[config.mk]
export PLATFORM = sky130hd
export DESIGN_NAME = turnstile_action_encoder
export DESIGN_NICKNAME = d
export VERILOG_FILES = /design/src/rtl/turnstile_action_encoder.sv
export SDC_FILE = /design/constraint.sdc
export NUM_CORES = 1
export LEC_CHECK = 0
export ABC_AREA = 0
export CELL_PAD_IN_SITES_DETAIL_PLACEMENT = 1
export CELL_PAD_IN_SITES_GLOBAL_PLACEMENT = 2
export CORE_ASPECT_RATIO = 1.2
export CORE_MARGIN = 2
export CORE_UTILIZATION = 35
export DETAILED_ROUTE_END_ITERATION = 8
export PLACE_DENSITY = 0.84
export REMOVE_ABC_BUFFERS = 1
export SKIP_CTS_REPAIR_TIMING = 1
export SLEW_MARGIN = 10
export SYNTH_ARGS = -nofsm -noshare
export SYNTH_HDL_FRONTEND = slang
export SYNTH_SLANG_ARGS = --single-unit
[constraint.sdc]
create_clock -name clk -period 3.9 [get_ports clk]
set_clock_uncertainty 0.1 [all_clocks]
set_input_delay 0.78 -clock clk [delete_from_list [all_inputs] [get_ports clk]]
set_output_delay 0.78 -clock clk [all_outputs]
set_load 0.02 [all_outputs]
[src/rtl/turnstile_action_encoder.sv]
// Turnstile front end: coin credit accumulation, turn-sensor debounce and a 4-entry action FIFO (Pay=0, Turn=1).
// Optional pop statistics counters are enabled by defining TURNSTILE_STATS_EN.
module turnstile_action_encoder #(
    parameter int FARE     = 4,
    parameter int CREDIT_W = 4,
    parameter int DEBOUNCE = 3,
    parameter int DEPTH    = 4
) (
    input  logic                clk,
    input  logic                rst_n,
    input  logic                coin_valid,
    input  logic [CREDIT_W-1:0] coin_value,
    input  logic                turn_raw,
    input  logic                act_ready,
    output logic                act_valid,
    output logic                act_code,
    output logic [CREDIT_W-1:0] credit,
    output logic [2:0]          fifo_count,
    output logic                overflow
`ifdef TURNSTILE_STATS_EN
    ,
    output logic [15:0]         pay_total,
    output logic [15:0]         turn_total
`endif
);

    localparam int CNT_W = (DEBOUNCE < 2) ? 1 : $clog2(DEBOUNCE);
    localparam logic [CNT_W-1:0]  DEB_LAST   = CNT_W'(DEBOUNCE - 1);
    localparam logic [CREDIT_W:0] FARE_X     = (CREDIT_W + 1)'(FARE);
    localparam logic [CREDIT_W:0] CREDIT_MAX = {1'b0, {CREDIT_W{1'b1}}};
    localparam logic [2:0]        DEPTH_X    = 3'(DEPTH);

    logic             sync1;
    logic             sync2;
    logic             deb_level;
    logic [CNT_W-1:0] deb_cnt;
    logic             turn_evt;

    logic [3:0]       fifo_mem;
    logic [1:0]       wr_ptr;
    logic [1:0]       rd_ptr;

    logic             pay_evt;
    logic [2:0]       room;
    logic             pay_push;
    logic             turn_push;
    logic             turn_drop;
    logic             pop;
    logic [2:0]       push_cnt;
    logic [1:0]       turn_slot;
    logic [CREDIT_W:0] credit_sum;
    logic [CREDIT_W-1:0] credit_next;

    // The debounced level only moves after DEBOUNCE consecutive disagreeing samples;
    // turn_evt is registered so it lands on the cycle the level rises.
    always_ff @(posedge clk or negedge rst_n) begin
        if (!rst_n) begin
            sync1     <= 1'b0;
            sync2     <= 1'b0;
            deb_level <= 1'b0;
            deb_cnt   <= '0;
            turn_evt  <= 1'b0;
        end else begin
            sync1    <= turn_raw;
            sync2    <= sync1;
            turn_evt <= 1'b0;
            if (sync2 != deb_level) begin
                if (deb_cnt == DEB_LAST) begin
                    deb_level <= sync2;
                    deb_cnt   <= '0;
                    turn_evt  <= sync2;
                end else begin
                    deb_cnt <= deb_cnt + CNT_W'(1);
                end
            end else begin
                deb_cnt <= '0;
            end
        end
    end

    // Room ignores a same-cycle pop; Pay takes the first free slot, Turn the next.
    always_comb begin
        pay_evt   = ({1'b0, credit} >= FARE_X);
        room      = DEPTH_X - fifo_count;
        pay_push  = pay_evt && (room != 3'd0);
        turn_push = turn_evt && (room >= (pay_push ? 3'd2 : 3'd1));
        turn_drop = turn_evt && !turn_push;
        pop       = act_valid && act_ready;
        push_cnt  = {2'b00, pay_push} + {2'b00, turn_push};
        turn_slot = pay_push ? (wr_ptr + 2'd1) : wr_ptr;

        credit_sum = {1'b0, credit}
                   - (pay_push   ? FARE_X : '0)
                   + (coin_valid ? {1'b0, coin_value} : '0);
        if (credit_sum > CREDIT_MAX) begin
            credit_next = CREDIT_MAX[CREDIT_W-1:0];
        end else begin
            credit_next = credit_sum[CREDIT_W-1:0];
        end
    end

    always_ff @(posedge clk or negedge rst_n) begin
        if (!rst_n) begin
            credit     <= '0;
            fifo_mem   <= '0;
            wr_ptr     <= '0;
            rd_ptr     <= '0;
            fifo_count <= '0;
            overflow   <= 1'b0;
        end else begin
            credit <= credit_next;
            if (pay_push) begin
                fifo_mem[wr_ptr] <= 1'b0;
            end
            if (turn_push) begin
                fifo_mem[turn_slot] <= 1'b1;
            end
            wr_ptr     <= wr_ptr + push_cnt[1:0];
            rd_ptr     <= rd_ptr + {1'b0, pop};
            fifo_count <= fifo_count + push_cnt - {2'b00, pop};
            if (turn_drop) begin
                overflow <= 1'b1;
            end
        end
    end

    assign act_valid = (fifo_count != 3'd0);
    assign act_code  = act_valid & fifo_mem[rd_ptr];

`ifdef TURNSTILE_STATS_EN
    always_ff @(posedge clk or negedge rst_n) begin
        if (!rst_n) begin
            pay_total  <= '0;
            turn_total <= '0;
        end else if (pop) begin
            if (act_code) begin
                turn_total <= turn_total + 16'd1;
            end else begin
                pay_total <= pay_total + 16'd1;
            end
        end
    end
`endif

endmodule

* Word-level counts from Yosys, hierarchy flattened *
Index checks and enable logic that the tools add are counted.

operators by class
  reduce and logical (&&, ||, !) cells = 10
  eq/ne operators = 2
  bitwise logic cells = 4
  add/subtract/negate cells = 10
  $lt $le $gt $ge = 8
  mux-type cells = 17

operator list
  kind                 count
  $mux 4               4
  $lt 2x3->1 const B   3
  $mux 2               4
  $logic_and 1x1->1    6
  $reduce_bool 3->1    2
  $add 5x4->5          1
  $gt 5x4->1 const B   1
  $mux 1               5
  $sub 4x3->5          1
  $add 2x1->2 const B  2
  $and 4x4->4          1
  $demux 1 s2          2
  $ge 2x1->1 const B   2
  $ge 4x3->1 const B   1
  $not 4->4            1
  $or 4x4->4           1
  $add 3x2->3          1
  $ge 3x2->1           1
  $mux 3               1
  $sub 3x1->3          1
  $sub 3x3->3 const A  1
  $add 1x1->2          1
  $add 2x1->2          1
  $add 2x2->2          1
  6 further kinds      6

word-level totals
  register bits = 22
  output and inout port bits = 10
  logic and storage cells = 62

* Longest topological paths before layout *
  depth after elaboration = 10
  mapped depth = 17
  mapped depth without buffers = 17

* Worst setup path before layout *
Ideal clock, no wire load.

  kind = flip-flop to flip-flop
  start = register fifo_count[0]
  end = register fifo_count[2]
  clock period less this slack = 3,488 ps
  path buffers = 0
  arrival = 3,266 ps
  cell stages (with the launch flop) = 18
  path slack = 412 ps
  cells stage by stage = dfrtp_1 inv_1 ha_1 ha_1 o21bai_4 ha_1 nand2b_4 a21oi_2 nand2b_4 inv_2 ha_1 inv_1 ha_1 inv_1 ha_1 fa_1 xnor2_1 xnor2_1

on the way
  word-level cells in the longest chain between the ends = 9
  elaborated cells on any way between the ends = 11
  those cells by class = 4 x add/sub; 1 x order compare; 1 x mux; 5 x reduce/logical

ends and longest elaborated chain
  item                      RTL line  source
  start: declaration        18        output logic [2:0] fifo_count,
  start signal: assignment  120       fifo_count <= fifo_count + push_cnt - {2'b00, pop};
  $sub 3x3->3               84        room = DEPTH_X - fifo_count;
  $reduce_bool 3->1         85        pay_push = pay_evt && (room != 3'd0);
  $logic_and 1x1->1         85
  $mux 2                    86        turn_push = turn_evt && (room >= (pay_push ? 3'd2 : 3'd1));
  $ge 3x2->1                86
  $logic_and 1x1->1         86
  $add 1x1->2               89        push_cnt = {2'b00, pay_push} + {2'b00, turn_push};
  $add 3x2->3               120
  $sub 3x1->3 (*)           120

Mark *: on every way between the ends. The rest lies on a longest branch, timed or not.
A chain may end at the register's enable or synchronous reset.

* Worst setup path after layout *
Ends and elaborated chain as after synthesis.

==> flow_summary.ini <==
[logic_synthesis]
synth-seq-cells = 22
synth_warnings = 0
synthArstFlopShare_pct = 100
synth_top_family_by_area = adder cells
ys_seq_area_share_pct = 41.7
synth_cell_type_count = 28
syn_area_sq_mm = 0.00132
synth_adder_area_share_pct = 23.0
synth.avg_cell_area_sq_um = 11.0
synthCells = 120
synthMuxAreaShare_pct = 2.56
synthSimpleGateAreaFrac_pct = 12.8
synthFlopType = dfrtp_1
synth_xor_area_share_pct = 5.98
synth_enable_flop_cells = 0
synth_compound_area_share_pct = 7.97

[power_and_ir_drop]
finalPower_w = 0.00144
p_leak_nw = 0.798
powerDensity_mw_per_mm2 = 885
max-vdd-ir-drop_v = 0.000363

[layout]
fin_nets = 175
finalInstanceArea_sq_mm = 0.00163
drive_above_1_share_pct = 9.86
syn2layout_area_growth_pct = 23.3
num-fill-cells = 420
antenna_cells = 0
stdcell_count = 194

[clocking]
cts_buffer_depth = 2
clkTransAtPathRegs_ps = 70
cts_tree = yes
cts_sinks = 22
insertion_delay_ps = 260
h-tree-depth = 1
cts-root-buf = clkbuf_8
cts_made_buffers = 3

[worst_hold_path]
hold_path_class = reg -> reg
hp-start = sync1
worstHoldEndpoint = sync2
hold_depth = 0

[timing]
slew_headroom_pct = 36.8
setup_viol = 0
tightest_slew_ps = 946
rsz0062_at_grt = no
final_hold_viol_count = 0
period_needed_ps = 3590
fmax_mhz = 279
drv_slew = 0
period_share_pct = 92.0
setup_tns_ps = 0

[detailed_routing]
wl_mm = 2.58
vias = 899
drc = 0
drt_iter0_markers = 13
detail_route.vias_per_cell = 4.63
first_pass_iters = 4
ant_nets = 0
wl_per_cell_um = 13.3

[critical_path]
worstReg2RegEnd = fifo_count[2]
critical_path.top_delay_family = adder cells
cp_common_cell = ha_1
crit_path_end_kind = flip-flop
slowest_delay_ps = 410
r2r_setup_slack_ps = 310
cp.arrival_ps = 3640
path_class = reg -> reg
r2r_cells = 17
slowest_stage = fa_1
crit_fanout = 10
start_kind = flip-flop
crit_chain = inv_1, ha_1, ha_1, o21bai_4, ha_1, nand2b_4, a21oi_2, nand2b_4, inv_2, ha_1, inv_1, ha_1, inv_1, ha_1, fa_1, xnor2_2, xnor2_1
timing.rr.start = fifo_count[0]
cp.buffers_inverters = 4
crit_required_ps = 3960

[placement]
dpl.hpwl_mm = 2.16
dpl-instance-area_sq_mm = 0.00156
dp.cells = 190
io_buffers = 18
globalplace.congestion = 0.857

[global_routing]
antenna_found_initial = 0
grt_pass1_vias = 1040
grt_pass1_wl_mm = 4.62
grt_overflow = 0
grt_usage_pct = 14.8
grt_max_degree = 23

[floorplan]
start_util_pct = 36.3
die_h_um = 71.2
rows = 24
design.core.area_sq_mm = 0.00363
num_io_pins = 19
dieArea_sq_mm = 0.00428
die_width_um = 60.0

[run]
drv_cap = 0

[outcome]
outcome = finished, final reports clean
## synthesized netlist by cell type (2+ instances only)
master | count | area (sq um)
nand2b_1 | 4 | 25.0
fa_1 | 2 | 40.0
dfrtp_1 | 22 | 551
and2_1 | 2 | 12.5
nor2_1 | 2 | 7.51
xor2_1 | 3 | 26.3
a31oi_1 | 3 | 18.8
inv_2 | 2 | 7.51
nand2_1 | 11 | 41.3
ha_1 | 21 | 263
nor2b_1 | 2 | 12.5
nor3_1 | 3 | 15.0
a21oi_1 | 2 | 10.0
xnor2_1 | 6 | 52.6
nand2b_4 | 2 | 27.5
inv_1 | 19 | 71.3
o2bb2ai_1 | 3 | 26.3
## state kept, by name, indices dropped and copies added (netlist names)
name,flops
deb_cnt,2
rd_ptr,2
wr_ptr,2
sync1,1
sync2,1
fifo_mem,4
deb_level,1
fifo_count,3
turn_evt,1
credit,4
overflow,1
## area by class of cell
class | count | area (sq um) | area share (%)
clock buffers | 4 | 55.1 | 3.38
multi-input cells | 77 | 697 | 42.8
inverters | 21 | 78.8 | 4.85
flip-flops and latches | 22 | 551 | 33.8
well taps | 52 | 65.1 | 4.00
repair buffers | 18 | 180 | 11.1
## cells in the final DEF (no fill, tap or decap)
cell / n
a21o_2: 1
a21oi_1: 2
a21oi_2: 1
a22o_1: 1
a31oi_1: 3
and2_1: 2
and3_1: 1
and3b_1: 1
clkbuf_8: 4
clkdlybuf4s50_1: 18
dfrtp_1: 22
fa_1: 2
ha_1: 21
inv_1: 19
inv_2: 2
mux2_2: 1
mux4_2: 1
nand2_1: 11
nand2b_1: 4
nand2b_4: 2
nand3_1: 1
nor2_1: 2
nor2b_1: 2
nor3_1: 3
nor3b_1: 1
o21ai_0: 1
o21bai_4: 1
o2bb2ai_1: 3
xnor2_1: 5
xnor2_2: 1
xor2_1: 3
## per-stage QoR
step / setup slack, ps / hold slack, ps / util, %
after CTS: 264 / 279 / 44.6
final: 312 / 269 / 44.8
after floorplan: 412 / 231 / -
after global placement: 435 / 246 / 43.0
after detailed placement: 317 / 251 / 43.0
after global routing: 17.5 / 286 / 44.8
## worst reg2reg max path, stage by stage, from the launching register on
cell      delay [ps]
dfrtp_1          380
inv_1             80
ha_1             220
ha_1             180
o21bai_4         210
ha_1             290
nand2b_4         140
a21oi_2          150
nand2b_4         170
inv_2             40
ha_1             280
inv_1             50
ha_1             270
inv_1             40
ha_1             190
fa_1             410
xnor2_2          150
xnor2_1          130
## where the power goes
part / switching (W) / total, W / internal (W)
sequential: 0.0000900 / 0.000417 / 0.000327
clock: 0.0000703 / 0.000160 / 0.0000900
combinational: 0.000440 / 0.000862 / 0.000421
total: 0.000601 / 0.00144 / 0.000839
## cells by family (layout without fill, tap and decap cells)
| group | Yosys count | count (layout) |
|---|---|---|
| compound gates | 13 | 13 |
| xor+xnor | 9 | 9 |
| fa+ha+maj | 23 | 23 |
| buf+inv | 21 | 43 |
| flops | 22 | 22 |
| mux | 2 | 2 |
| simple gates | 30 | 30 |
## layer usage
layer	vias to the layer above	GRT usage, %	part of all wire, %
li1	434	-	-
met3	5	2.17	2.5
met1	444	15.2	37
met5	-	0	0
met2	16	28.4	58
met4	0	6.67	2.3
## worst max-delay path by stage
stage / to / cells past startpoint / slack (ps) / from
2_1_floorplan: fifo_count[2] / 17 / 410 / fifo_count[0]
3_3_place_gp: fifo_count[2] / 17 / 440 / fifo_count[0]
3_5_place_dp: fifo_count[2] / 17 / 320 / fifo_count[0]
4_1_cts: fifo_count[2] / 17 / 260 / fifo_count[0]
5_1_grt: fifo_count[2] / 17 / 20 / fifo_count[0]
6_report: fifo_count[2] / 17 / 310 / fifo_count[0]
Power figures use the tool's default switching activity.
